[src/rtl/nn_pkg.sv]
// Shared definitions for the NN layer generator: FSM encoding, a clog2 helper
// and the shift/ReLU/saturate activation used by every neuron node.
package nn_pkg;

    localparam int NN_STATE_W = 2;

    typedef enum logic [NN_STATE_W-1:0] {
        ST_IDLE = 2'd0,
        ST_ACC  = 2'd1,
        ST_OUT  = 2'd2
    } nn_state_e;

    function automatic int nn_clog2(input int v);
        int r;
        r = 0;
        for (int i = 0; i < 31; i++) begin
            if ((1 << i) < v) r = i + 1;
        end
        return r;
    endfunction

    // Arithmetic shift, clamp negatives to 0 and positives to 2**dw-1 (dw <= 31).
    function automatic logic [31:0] sat_relu(input logic signed [63:0] acc,
                                             input int shift, input int dw);
        logic signed [63:0] s;
        logic signed [63:0] maxv;
        s    = acc >>> shift;
        maxv = (64'sd1 <<< dw) - 64'sd1;
        if (s < 0) return 32'd0;
        else if (s > maxv) return maxv[31:0];
        else return s[31:0];
    endfunction

endpackage

[src/rtl/nn_relu_sat.sv]
// Combinational activation stage: scale shift, ReLU and saturation of the
// accumulator down to an unsigned DW-bit result.
module nn_relu_sat
    import nn_pkg::*;
#(
    parameter int DW    = 8,
    parameter int AW    = 23,
    parameter int SHIFT = 6
) (
    input  logic signed [AW-1:0] i_acc,
    output logic        [DW-1:0] o_data
);

    logic signed [63:0] w_acc_ext;
    logic        [31:0] w_res;

    assign w_acc_ext = {{(64-AW){i_acc[AW-1]}}, i_acc};
    assign w_res     = sat_relu(w_acc_ext, SHIFT, DW);
    // Upper bits are zero by construction; folding them in keeps any overflow saturated.
    assign o_data    = w_res[DW-1:0] | {DW{|w_res[31:DW]}};

endmodule

[src/rtl/neuron_mac_seq.sv]
// Time-multiplexed fully-connected neuron: one serial MAC per input, bias add,
// then shift/ReLU/saturate. Coefficients are run-time writable while idle.
module neuron_mac_seq
    import nn_pkg::*;
#(
    parameter  int DW     = 8,
    parameter  int NUM_IN = 30,
    parameter  int SHIFT  = 6,
    localparam int AW     = 2*DW + nn_clog2(NUM_IN) + 2,
    localparam int ADW    = $clog2(NUM_IN+1)
) (
    input  logic                 clk,
    input  logic                 reset,
    input  logic [NUM_IN*DW-1:0] in_vec,
    input  logic                 in_valid,
    output logic                 in_ready,
    input  logic                 wr_en,
    input  logic [ADW-1:0]       wr_addr,
    input  logic [DW-1:0]        wr_data,
    output logic                 wr_err,
    output logic [DW-1:0]        out_data,
    output logic                 out_valid,
    input  logic                 out_ready,
    output logic [NN_STATE_W-1:0] o_dbg_state
);

    // Handshakes: a transfer happens on a rising edge where valid && ready;
    // valid and data are held by the sender until that edge.
    nn_state_e                r_state, w_state_nxt;
    logic [NUM_IN*DW-1:0]     r_act;
    logic signed [DW-1:0]     r_coef [NUM_IN+1];
    logic signed [AW-1:0]     r_acc, w_acc_nxt, w_prod_ext;
    logic [ADW-1:0]           r_idx;
    logic [DW-1:0]            r_out_data, w_act_out, w_cur_act;
    logic                     r_out_valid, r_wr_err;
    logic                     w_accept, w_last, w_wr_drop, w_wr_ok;
    logic signed [2*DW:0]     w_a_ext, w_w_ext, w_prod;

    assign in_ready    = (r_state == ST_IDLE) && !reset;
    assign w_accept    = in_valid && in_ready;
    assign w_last      = (r_idx == ADW'(NUM_IN-1));
    assign out_data    = r_out_data;
    assign out_valid   = r_out_valid;
    assign wr_err      = r_wr_err;
    assign o_dbg_state = r_state;

    assign w_cur_act  = r_act[r_idx*DW +: DW];
    assign w_a_ext    = {{(DW+1){1'b0}}, w_cur_act};
    assign w_w_ext    = {{(DW+1){r_coef[r_idx][DW-1]}}, r_coef[r_idx]};
    assign w_prod     = w_a_ext * w_w_ext;
    assign w_prod_ext = {{(AW-2*DW-1){w_prod[2*DW]}}, w_prod};
    assign w_acc_nxt  = r_acc + w_prod_ext;

    // Writes landing on an accept are dropped so the vector uses the old coefficients.
    assign w_wr_drop = wr_en && ((r_state != ST_IDLE) || w_accept || (wr_addr > ADW'(NUM_IN)));
    assign w_wr_ok   = wr_en && !w_wr_drop;

    nn_relu_sat #(.DW(DW), .AW(AW), .SHIFT(SHIFT)) u_relu_sat (
        .i_acc  (w_acc_nxt),
        .o_data (w_act_out)
    );

    always_comb begin
        w_state_nxt = r_state;
        case (r_state)
            ST_IDLE: if (w_accept) w_state_nxt = ST_ACC;
            ST_ACC:  if (w_last) w_state_nxt = ST_OUT;
            ST_OUT:  if (r_out_valid && out_ready) w_state_nxt = ST_IDLE;
            default: w_state_nxt = ST_IDLE;
        endcase
    end

    always_ff @(posedge clk) begin
        if (reset) r_state <= ST_IDLE;
        else       r_state <= w_state_nxt;
    end

    always_ff @(posedge clk) begin
        if (reset) begin
            r_act       <= '0;
            r_acc       <= '0;
            r_idx       <= '0;
            r_out_data  <= '0;
            r_out_valid <= 1'b0;
            r_wr_err    <= 1'b0;
            for (int i = 0; i <= NUM_IN; i++) r_coef[i] <= '0;
        end else begin
            r_wr_err <= w_wr_drop;
            if (w_wr_ok) r_coef[wr_addr] <= wr_data;
            case (r_state)
                ST_IDLE: begin
                    if (w_accept) begin
                        r_act <= in_vec;
                        r_acc <= {{(AW-DW){r_coef[NUM_IN][DW-1]}}, r_coef[NUM_IN]};
                        r_idx <= '0;
                    end
                end
                ST_ACC: begin
                    r_acc <= w_acc_nxt;
                    if (w_last) begin
                        r_idx       <= '0;
                        r_out_valid <= 1'b1;
                        r_out_data  <= w_act_out;
                    end else begin
                        r_idx <= r_idx + 1'b1;
                    end
                end
                ST_OUT: begin
                    if (out_ready) r_out_valid <= 1'b0;
                end
                default: ;
            endcase
        end
    end

endmodule

[config.mk]
export PLATFORM = sky130hd
export DESIGN_NAME = neuron_mac_seq
export DESIGN_NICKNAME = d
export VERILOG_FILES = /design/src/rtl/nn_pkg.sv /design/src/rtl/nn_relu_sat.sv /design/src/rtl/neuron_mac_seq.sv
export SDC_FILE = /design/constraint.sdc
export NUM_CORES = 1
export LEC_CHECK = 0
export ABC_AREA = 0
export BUFFER_PORTS_ARGS = -buffer_cell sky130_fd_sc_hd__buf_2
export CORE_UTILIZATION = 50
export CTS_CLUSTER_DIAMETER = 200
export CTS_CLUSTER_SIZE = 40
export DETAILED_ROUTE_END_ITERATION = 12
export HOLD_SLACK_MARGIN = 0.15
export PLACE_DENSITY = 0.69
export SETUP_SLACK_MARGIN = 0.05
export SYNTH_ARGS = -nofsm -noshare
export SYNTH_HDL_FRONTEND = slang
export SYNTH_SLANG_ARGS = --single-unit
[constraint.sdc]
create_clock -name clk -period 9 [get_ports clk]
set_clock_uncertainty 0.1 [all_clocks]
set_input_delay 1.8 -clock clk [delete_from_list [all_inputs] [get_ports clk]]
set_output_delay 1.8 -clock clk [all_outputs]
set_load 0.02 [all_outputs]
======== After elaboration in Yosys (flattened, before gate mapping) ========
Memories as Yosys holds them, arrays and structs flattened. A register that Yosys moved wholly into a read port is not among the register bits.
Cells that the tools add are included.
operators by class
  $add $sub $neg .......................... 2
  multipliers ............................. 1
  order comparisons ....................... 3
  eq/ne operators ......................... 7
  shift operators ......................... 1
  mux-type cells .......................... 24
  bitwise operators ....................... 1
  reductions and logical operators ........ 20
operators with widths
  kind                                                            count
  indexed part select 240 x 9 -> 8 bit                            1
  two-way mux 32 bit                                              2
  case mux 23 bit (2 select lines)                                1
  two-way mux 5 bit                                               5
  OR reduction 24 bit                                             1
  adder 23 x 17 -> 23 bit                                         1
  two-way mux 23 bit                                              1
  greater-than comparator 17 x 9 -> 1 bit, second input constant  1
  < comparator 17 x 1 -> 1 bit, second input constant             1
  multiplier 9 x 8 -> 17 bit                                      1
  case mux 5 bit (2 select lines)                                 1
  two-way mux 1 bit                                               8
  two-way mux 8 bit                                               1
  != test 2 bit, second input constant                            4
  bitwise OR 8 bit                                                1
  OR reduction 8 bit                                              1
  two-way mux 2 bit                                               3
  case mux 2 bit (3 select lines)                                 1
  AND reduction 2 bit                                             3
  AND reduction 3 bit                                             2
  nonzero test 2 bit                                              3
  adder 5 x 1 -> 5 bit, second input constant                     1
  == test 5 bit, second input constant                            1
  greater-than comparator 5 bit, second input constant            1
  7 further kinds                                                 13
storage, ports and cells
  bits in registers ....................... 280
  RAM bits ................................ 248
  output and inout port bits .............. 13
  logic and storage cells ................. 67
  memories kept ........................... 1
memories
  memory  depth  bits a word  rd ports  clocked after memory_dff  wr ports  RTL line              RTL
  r_coef  31     8            2         1                         31        neuron_mac_seq.sv:31  logic signed [DW-1:0] r_coef [NUM_IN+1];

======== Depth between registers and ports, before layout ========
Gate-level depths: netlist of the first run.
  depth after elaboration ................. 13
  gate-level depth with buffers ........... 28

======== By module ========
A second synthesis of the first run with hierarchy kept.
unflattened totals
  cells, all modules ...................... 2536
  area, all modules ....................... 27546.4 um^2
by module, submodules not included
  module          times used  cells an instance  area each (um^2)
  neuron_mac_seq  1           2517               27437.6
  nn_relu_sat     1           19                 108.9

======== Least setup slack after synthesis of the first run ========
OpenSTA, ideal clock, no wires.
  path kind ............................... reg-to-reg
  from .................................... reg with a tool-made name
  to ...................................... reg r_out_data[0], in the netlist out_data[0]
  setup time .............................. 150 ps
  data arrival time ....................... 6988 ps
  data required time ...................... 8750 ps
  path slack .............................. 1762 ps
  cell stages (with the launch flop) ...... 23
  path buffers ............................ 2
  cells stage by stage .................... dfxtp_1 > buf_1 > clkbuf_1 > mux4_2 > mux4_2 > mux2i_1 > nor2_1 > fa_1 > inv_1 > fa_1 > inv_1 > fa_1 > fa_1 > fa_1 > ha_1 > o21a_1 > o31a_4 > o31a_1 > o21ai_2 > xnor2_1 > or3_4 > o41ai_4 > o311ai_1
RTL lines
  element                 RTL line               RTL
  end signal: assignment  neuron_mac_seq.sv:103  r_out_data <= w_act_out;
  end: declaration        neuron_mac_seq.sv:34   logic [DW-1:0] r_out_data, w_act_out, w_cur_act;

==> impl_metrics.tcl, run 1 <==
set metrics [dict create \
    ctsResizeCount 0 \
    ys_ff_latch 541 \
    antenna_found_initial 19 \
    finalPower_w 0.00509 \
    hpwl_um 50700 \
    r2r_setup_slack_ns 1.11 \
    wl_per_cell_um 21.4 \
    arrival_ns 8.25 \
    first_pass_iters 5 \
    hp-start "r_act[117]" \
    rsz0062_at_grt "false" \
    synth_compound_area_frac 0.0366 \
    portBuffers 270 \
    r2r_cells 20 \
    leakage_nw 12.6 \
    slew_viol_final 0 \
    synth_ff_type "dfxtp_1" \
    place_ws_ns 1.13 \
    nNetsFinal 3016 \
    worst_hold_path_type "reg2reg" \
    status "finished clean" \
    drtAntennaViolNets 0 \
    synth_xor_area_frac 0.00658 \
    clock-sinks 541 \
    rows 85 \
    pwr_density_cell_nw_per_um2 170 \
    via_per_inst 5.72 \
    async_reset_ff_frac 0 \
    synth_simple_gate_area_frac 0.235 \
    synth_edf_count 256 \
    finalCritPeriodShare 0.877 \
    clk_latency_ns 0.58 \
    drtIter0Drc 1794 \
    grtUsageTotal 0.252 \
    avgSynthCellArea_um2 11.1 \
    drt_wl_total_um 71500 \
    fp.coreArea_um2 54100 \
    setup_viol 0 \
    syn_inst 2482 \
    hold_depth 2 \
    cap_viol_max_count 0 \
    ys_types 79 \
    cts_max_path_buffers 3 \
    tns_ns 0 \
    htree_levels 1 \
    vias 19100 \
    setup_ws_ns 1.11 \
    post_cts_buffers 0 \
    cp_max_fo 25 \
    synth_area_um2 27600 \
    area_growth_pct 8.45 \
    overflow 0 \
    root_buffer "clkbuf_16" \
    slew-limit-headroom 0.181 \
    worst_pin_slew_ns 1.23 \
    worstSetupStartpointType "flop" \
    start_util 0.509 \
    r2r_end "out_data[4]" \
    crit_required_ns 9.36 \
    cts.clk_slew.worst_paths_ns 0.15 \
    holdBufCountCts 0 \
    worst-setup-path-type "reg2reg" \
    die_x_um 237 \
    final_cell_mix "520 x nand2_1, 281 x dfxtp_1, 269 x buf_2" \
    final_common_cell "nand2_1" \
    drc 0 \
    critPathCaptureType "flop" \
    seq_area_frac_synth 0.486 \
    ir_drop_mv 0.118 \
    numCtsBuffers 17 \
    fin_crit_ns 7.89 \
    synth.area.mux_share 0.127 \
    ys_warn_count 0 \
    layout-drive-gt1-share 0.201 \
    grt_pass1_wl_um 110000 \
    synth_top_family_by_area "simple AND/OR/NAND/NOR gates" \
    fp.dieH_um 237 \
    die_area_um2 56100 \
    finalHoldViolCount 0 \
    pin_count 271 \
    hold_end "r_act[117]" \
    gp_congestion 0.901 \
    synthAdderAreaFrac 0.0714 \
    cts_tree "built" \
    grt_max_degree 235 \
    clock.fmax_mhz 127 \
    grt_pass1_vias 18700 \
]
## cell usage after synthesis (all sizes together), types with 2 or more instances
| cell type | count | share of area |
|---|---|---|
| o211ai | 8 | 0.0022 |
| xnor2 | 11 | 0.0040 |
| mux2i | 27 | 0.0098 |
| o21ai | 21 | 0.0041 |
| clkdlybuf4s15 | 2 | 0.00073 |
| and4 | 2 | 0.00068 |
| and3 | 2 | 0.00045 |
| or4 | 2 | 0.00059 |
| nor2b | 12 | 0.0030 |
| clkbuf | 138 | 0.019 |
| buf | 31 | 0.0056 |
| nor3 | 10 | 0.0024 |
| mux2 | 5 | 0.0022 |
| a21oi | 26 | 0.0049 |
| nand3b | 245 | 0.067 |
| o311ai | 8 | 0.0025 |
| dfxtp | 285 | 0.21 |
| nand3 | 8 | 0.0015 |
| a41oi | 3 | 0.00095 |
| nand2b | 23 | 0.0055 |
| fa | 52 | 0.038 |
| a21o | 5 | 0.0014 |
| or3 | 2 | 0.00068 |
| or2 | 36 | 0.0082 |
| o2111ai | 2 | 0.00064 |
| a31oi | 7 | 0.0018 |
| a311oi | 6 | 0.0019 |
| inv | 83 | 0.011 |
| nand2 | 521 | 0.071 |
| a211oi | 36 | 0.010 |
| and3b | 2 | 0.00068 |
| nor2 | 102 | 0.014 |
| ha | 74 | 0.034 |
| edfxtp | 256 | 0.28 |
| mux4 | 141 | 0.12 |
| and2 | 255 | 0.058 |
| xor2 | 8 | 0.0025 |
| o22ai | 2 | 0.00045 |
| o21a | 3 | 0.00082 |
| o31a | 2 | 0.00095 |
| a41o | 2 | 0.00077 |
| and2b | 2 | 0.00064 |
## through the flow
stage	utilization	cells	hold WS [ns]	cell area, um2
6_report	0.552	3341	0.384	29900
5_1_grt	0.552	3337	0.394	29900
4_1_cts	0.552	3335	0.383	29900
3_5_place_dp	0.543	3309	0.360	29400
3_3_place_gp	0.543	3309	0.358	29400
2_1_floorplan	-	2489	0.346	27600
## area by class of cell
type,instances,area (um2)
repair buffers,295,1620
clock buffers,25,455
diodes,6,15.0
fillers,4578,24200
inverters,83,312
multi-input cells,1694,13200
well taps,696,871
flip-flops and latches,541,13400
clock inverters,1,20.0
## critical path, cell delays in order (launching register included)
cell and delay [ns]:
dfxtp_4 0.71, buf_12 0.30, mux4_2 0.57, mux4_2 0.47, mux2i_1 0.59, nand2b_1 0.22
fa_1 0.44, fa_1 0.49, inv_1 0.05, fa_1 0.49, fa_1 0.43, fa_1 0.47
ha_1 0.35, o21a_1 0.22, o31a_4 0.13, o31ai_1 0.30, nand2_1 0.11, xor2_1 0.17
or3_4 0.40, o41ai_4 0.53, o311ai_1 0.18
## worst max path at each step
| stage | end | slack, ns | from |
|---|---|---|---|
| final | out_data[4] | 1.11 | flop |
| after global routing | out_data[3] | 0.73 | flop |
| after detailed placement | out_data[2] | 1.13 | flop |
| after CTS | out_data[2] | 1.13 | flop |
| after floorplan | out_data[0] | 1.76 | flop |
| after global placement | out_data[0] | 1.29 | flop |
## where the power goes
group	total, W	switching, W	internal, W
clock	0.00111	0.000739	0.000366
combinational	0.00117	0.000664	0.000505
sequential	0.00282	0.0000982	0.00272
total	0.00509	0.00150	0.00359
## sequential cells by signal, indices dropped and copies added, names as in the netlist, named ones only
| signal | cells |
|---|---|
| r_idx | 5 |
| o_dbg_state | 2 |
| r_act | 240 |
| out_data | 8 |
| out_valid | 1 |
| r_acc | 23 |
| wr_err | 1 |
| r_coef | 256 |
## routing by layer
layer	vias up	wire length, um	part of all wire	global-route usage
met5	-	184	0.0026	0
met4	30	1230	0.017	0.0453
met3	92	4890	0.068	0.0399
met2	617	33000	0.46	0.402
met1	9501	32200	0.45	0.367
li1	8868	-	-	-
## cells by family after synthesis
logic type      Yosys count
buf+inv                 254
flops                   541
mux                     173
compound gates          138
xor+xnor                 19
fa+ha+maj               126
other cells               1
simple gates           1230
No activity file was read; power rests on OpenSTA's default activity.
==> run 2, diff against run 1 <==
--- a/config.mk
+++ b/config.mk
@@ -7,12 +7,13 @@
 export LEC_CHECK = 0
 export ABC_AREA = 0
 export BUFFER_PORTS_ARGS = -buffer_cell sky130_fd_sc_hd__buf_2
-export CORE_UTILIZATION = 50
+export CORE_MARGIN = 4
+export CORE_UTILIZATION = 37
 export CTS_CLUSTER_DIAMETER = 200
 export CTS_CLUSTER_SIZE = 40
 export DETAILED_ROUTE_END_ITERATION = 12
+export GPL_TIMING_DRIVEN = 0
 export HOLD_SLACK_MARGIN = 0.15
-export PLACE_DENSITY = 0.69
 export SETUP_SLACK_MARGIN = 0.05
 export SYNTH_ARGS = -nofsm -noshare
 export SYNTH_HDL_FRONTEND = slang
==> impl_metrics.tcl, run 2 (same netlist as run 1, synthesis figures left out) <==
set metrics [dict create \
    cts_max_path_buffers 3 \
    worstSetupStartpointType "flop" \
    dpl_cell_area_um2 30100 \
    drtIter0Drc 1463 \
    status "finished clean" \
    critPathCaptureType "flop" \
    nNetsFinal 3159 \
    final_common_cell "nand2_1" \
    r2r_end "out_data[5]" \
    ir_drop_mv 0.113 \
    die_area_um2 78900 \
    rsz0062_at_grt "false" \
    slew-limit-headroom 0.335 \
    largest_reg_flops 256 \
    hp-start "r_act[22]" \
    wl_per_cell_um 22.2 \
    cap_viol_max_count 0 \
    hold_end "r_act[22]" \
    clk_latency_ns 0.58 \
    hpwl_um 64800 \
    slew_viol_final 0 \
    vias 19900 \
    r2r_setup_slack_ns 0.43 \
    wl_met2_um 41100 \
    cts_tree "built" \
    post_cts_buffers 0 \
    cts.clk_slew.worst_paths_ns 0.16 \
    drtAntennaViolNets 0 \
    place_ws_ns -0.250 \
    antenna_found_initial 1 \
    layout-drive-gt1-share 0.188 \
    final_cell_mix "521 x nand2_1, 285 x dfxtp_1, 283 x buf_2" \
    regMostFlops "r_coef" \
    crit_required_ns 9.35 \
    cp_max_fo 10 \
    portBuffers 267 \
    hold_depth 2 \
    worst_hold_path_type "reg2reg" \
    grt_pass1_vias 20500 \
    fp.coreArea_um2 73500 \
    area_growth_pct 11.1 \
    setup_ws_ns 0.433 \
    worst-setup-path-type "reg2reg" \
    grt_max_degree 42 \
    grt_pass1_wl_um 125000 \
    drc 0 \
    pwr_density_cell_nw_per_um2 169 \
    clock-sinks 541 \
    root_buffer "clkbuf_16" \
    grtUsageTotal 0.206 \
    first_pass_iters 5 \
    via_per_inst 5.32 \
    largestRegisters "r_coef: 256 flops, r_act: 240 flops, r_acc: 23 flops" \
    maxUsedRoutingLayer "met4" \
    pin_count 271 \
    die_x_um 281 \
    final_area_um2 30600 \
    r2r_cells 22 \
    gp_congestion 0.907 \
    start_util 0.375 \
    overflow 0 \
    setup_viol 0 \
    finalPower_w 0.00518 \
    holdBufCountCts 0 \
    rows 99 \
    drt_wl_total_um 83100 \
    arrival_ns 8.92 \
    fin_crit_ns 8.57 \
    met3WireLength_um 5010 \
    wl_met1_um 35000 \
    finalHoldViolCount 0 \
    clock.fmax_mhz 117 \
    worst_pin_slew_ns 0.997 \
    fp.dieH_um 281 \
    htree_levels 1 \
    leakage_nw 12.7 \
    finalCritPeriodShare 0.952 \
    numCtsBuffers 17 \
]
-- run 2: cell types whose count changed in the layout (fill, tap and decap cells not counted), sizes merged --
cell / before / now
buf: 295 / 296
diode: 6 / 1
clkbuf: 25 / 166
clkdlybuf4s15: 0 / 2
-- run 2: through the flow --
| step | utilization | instances | hold WS (ns) | setup TNS (ns) |
|---|---|---|---|---|
| 2_1_floorplan | - | 2489 | 0.346 | 0 |
| 6_report | 0.417 | 3743 | 0.378 | 0 |
| 4_1_cts | 0.417 | 3742 | 0.382 | 0 |
| 5_1_grt | 0.417 | 3742 | 0.397 | 0 |
| 3_3_place_gp | 0.410 | 3715 | 0.358 | -0.847 |
| 3_5_place_dp | 0.410 | 3715 | 0.359 | -1.73 |
-- run 2: report_power, final --
group          total [W]  internal, W  switching [W]
sequential       0.00280      0.00272      0.0000783
clock            0.00113     0.000368       0.000757
combinational    0.00126     0.000519       0.000740
total            0.00518      0.00360        0.00158
-- run 2: repair_timing --
item / in CTS / in global routing
resized for setup: 5 / 5
setup endpoints to repair: 9 / 8
gates cloned: 0 / 0
endpoints found under the hold margin: 0 / 0
-- run 2: how the worst max path moves through the flow --
stage / start / to / cells past startpoint
floorplan: flop / out_data[0] / 22
global placement: flop / out_data[6] / 22
detailed placement: flop / out_data[5] / 22
CTS: flop / out_data[5] / 22
global route: flop / out_data[5] / 22
finish: flop / out_data[5] / 22
-- run 2: critical path, cell delays in order (launching register included) --
cell,delay [ns]
dfxtp_1,0.56
clkbuf_2,0.43
clkbuf_1,0.55
mux4_2,0.44
mux4_2,0.54
mux2i_2,0.54
nor2_1,0.14
fa_1,0.56
inv_1,0.05
fa_1,0.53
inv_1,0.05
fa_1,0.51
fa_1,0.44
fa_1,0.49
ha_1,0.35
o21a_1,0.21
o31a_4,0.13
o31ai_1,0.37
nand2_1,0.12
xor2_1,0.18
or3_4,0.39
o41ai_4,0.50
o311ai_1,0.21
-- run 2: metal layers --
layer	track usage	vias up
met1	0.278	9910
met5	0	-
met3	0.0225	90
met2	0.358	737
li1	-	9160
met4	0.0483	0
-- run 2: area by class of cell --
type | count | area (um2)
Antenna cell | 1 | 2.50
Buffer | 171 | 708
Clock buffer | 26 | 459
Clock inverter | 1 | 20.0
Fill cell | 7076 | 42800
Inverter | 83 | 312
Multi-Input combinational cell | 1694 | 13200
Sequential cell | 541 | 13400
Tap cell | 959 | 1200
Timing Repair Buffer | 267 | 1340
==> run 3, diff against run 2 <==
--- a/config.mk
+++ b/config.mk
@@ -9,7 +9,7 @@
 export BUFFER_PORTS_ARGS = -buffer_cell sky130_fd_sc_hd__buf_2
 export CORE_MARGIN = 4
 export CORE_UTILIZATION = 37
-export CTS_CLUSTER_DIAMETER = 200
+export CTS_CLUSTER_DIAMETER = 120
 export CTS_CLUSTER_SIZE = 40
 export DETAILED_ROUTE_END_ITERATION = 12
 export GPL_TIMING_DRIVEN = 0
==> constraint.sdc (replaced) <==
create_clock -name clk -period 9 [get_ports clk]
set_clock_uncertainty 0.1 [all_clocks]
set_input_delay 0.45 -clock clk [delete_from_list [all_inputs] [get_ports clk]]
set_output_delay 0.45 -clock clk [all_outputs]
set_load 0.02 [all_outputs]
==> impl_metrics.tcl, run 3 (same netlist as run 1, synthesis figures left out) <==
set metrics [dict create \
    grtUsageTotal 0.219 \
    cts_max_path_buffers 3 \
    rsz0062_at_grt "false" \
    pwr_density_cell_nw_per_um2 159 \
    finalPower_w 0.00528 \
    area_growth_pct 20.3 \
    drt_wl_total_um 88100 \
    slew-limit-headroom 0.335 \
    fin_crit_ns 8.56 \
    worst_hold_path_type "reg2reg" \
    gp_congestion 0.907 \
    grt_pass1_wl_um 133000 \
    drtIter0Drc 1767 \
    cts_tree "built" \
    pin_count 271 \
    worst-setup-path-type "reg2reg" \
    rows 99 \
    grt_pass1_vias 22400 \
    worstSetupStartpointType "flop" \
    crit_required_ns 9.34 \
    leakage_nw 13.8 \
    portBuffers 267 \
    cts.clk_slew.worst_paths_ns 0.16 \
    final_cell_mix "521 x nand2_1, 285 x dfxtp_1, 283 x buf_2" \
    critPathCaptureType "flop" \
    final_common_cell "nand2_1" \
    nNetsFinal 3409 \
    hpwl_um 64800 \
    overflow 0 \
    hold_depth 2 \
    fillers 6697 \
    clock.fmax_mhz 117 \
    vias 21400 \
    via_per_inst 5.36 \
    largest_reg_flops 256 \
    htree_levels 1 \
    ir_drop_mv 0.134 \
    die_area_um2 78900 \
    numCtsBuffers 17 \
    root_buffer "clkbuf_16" \
    dpl_cell_area_um2 30100 \
    post_cts_buffers 0 \
    status "finished clean" \
    antenna_found_initial 4 \
    setup_viol 0 \
    layout-drive-gt1-share 0.173 \
    die_x_um 281 \
    clk_latency_ns 0.59 \
    largestRegisters "r_coef: 256 flops, r_act: 240 flops, r_acc: 23 flops" \
    wl_per_cell_um 22.0 \
    fp.coreArea_um2 73500 \
    cap_viol_max_count 0 \
    worst_pin_slew_ns 0.998 \
    drc 0 \
    first_pass_iters 7 \
    clock-sinks 541 \
    regMostFlops "r_coef" \
    finalCritPeriodShare 0.951 \
    fp.dieH_um 281 \
    final_area_um2 33200 \
    drtAntennaViolNets 0 \
    cp_max_fo 10 \
    start_util 0.375 \
    arrival_ns 8.90 \
    r2r_cells 22 \
    grt_max_degree 42 \
    finalHoldViolCount 0 \
    slew_viol_final 0 \
]
run 3: cell count changes in the layout (fill, tap and decap cells not counted):
cell	delta
diode_2	+7
dlygate4sd3_1	+250
inv_6	+1
clkbuf_1	-1
run 3: report_power, final:
group | internal (W) | total (W) | switching, W
clock | 0.000369 | 0.00113 | 0.000762
sequential | 0.00272 | 0.00280 | 0.0000792
combinational | 0.000590 | 0.00135 | 0.000765
run 3: stage by stage:
stage | setup slack, ns | hold slack (ns) | utilization | cells | TNS [ns]
floorplan | 1.76 | 0.346 | - | 2489 | 0
global placement | -0.112 | 0.358 | 0.410 | 3715 | -0.847
detailed placement | -0.250 | 0.359 | 0.410 | 3715 | -1.73
CTS | 0.0931 | 0.381 | 0.451 | 3992 | 0
global route | 0.118 | 0.397 | 0.451 | 3993 | 0
finish | 0.439 | 0.381 | 0.451 | 4000 | 0
run 3: worst paths after layout:
kind,start,endpoint,slack [ns]
worst max-delay path,flop,out_data[5],0.44
worst min-delay path,r_act[22],r_act[22],0.38
worst max register to register,flop,out_data[5],0.44
worst min register to register,r_act[22],r_act[22],0.38
run 3: critical path, stage by stage (launching register included):
cell,delay [ns]
dfxtp_1,0.55
clkbuf_2,0.42
clkbuf_1,0.55
mux4_2,0.44
mux4_2,0.54
mux2i_1,0.61
nor2_1,0.15
fa_1,0.51
inv_1,0.05
fa_1,0.53
inv_1,0.05
fa_1,0.51
fa_1,0.44
fa_1,0.49
ha_1,0.35
o21a_1,0.21
o31a_4,0.13
o31ai_1,0.37
nand2_1,0.12
xor2_1,0.18
or3_4,0.39
o41ai_4,0.49
o311ai_1,0.21
run 3: cell type report:
class	count	area, um2	share of cell area
clock buffer	25	455	0.0137
clock inverter	2	28.8	0.000868
multi-input combinational	1694	13200	0.398
buffer	171	708	0.0214
tap	959	1200	0.0362
timing repair buffer	517	3840	0.116
antenna	8	20.0	0.000604
inverter	83	312	0.00940
sequential	541	13400	0.404
run 3: per-layer routing:
metal / GRT usage / vias up / routed length (um)
met5: 0 / - / 14
met4: 0.0828 / 2 / 3760
met3: 0.0299 / 241 / 6010
met2: 0.377 / 984 / 42900
met1: 0.281 / 10500 / 35500
li1: - / 9661 / -
run 3: timing repair:
action | in CTS | in global routing
hold buffers | 250 | 0
gates cloned | 0 | 0
endpoints found under the setup margin | 10 | 8
gates resized for setup | 5 | 5
hold endpoints to repair | 251 | 0
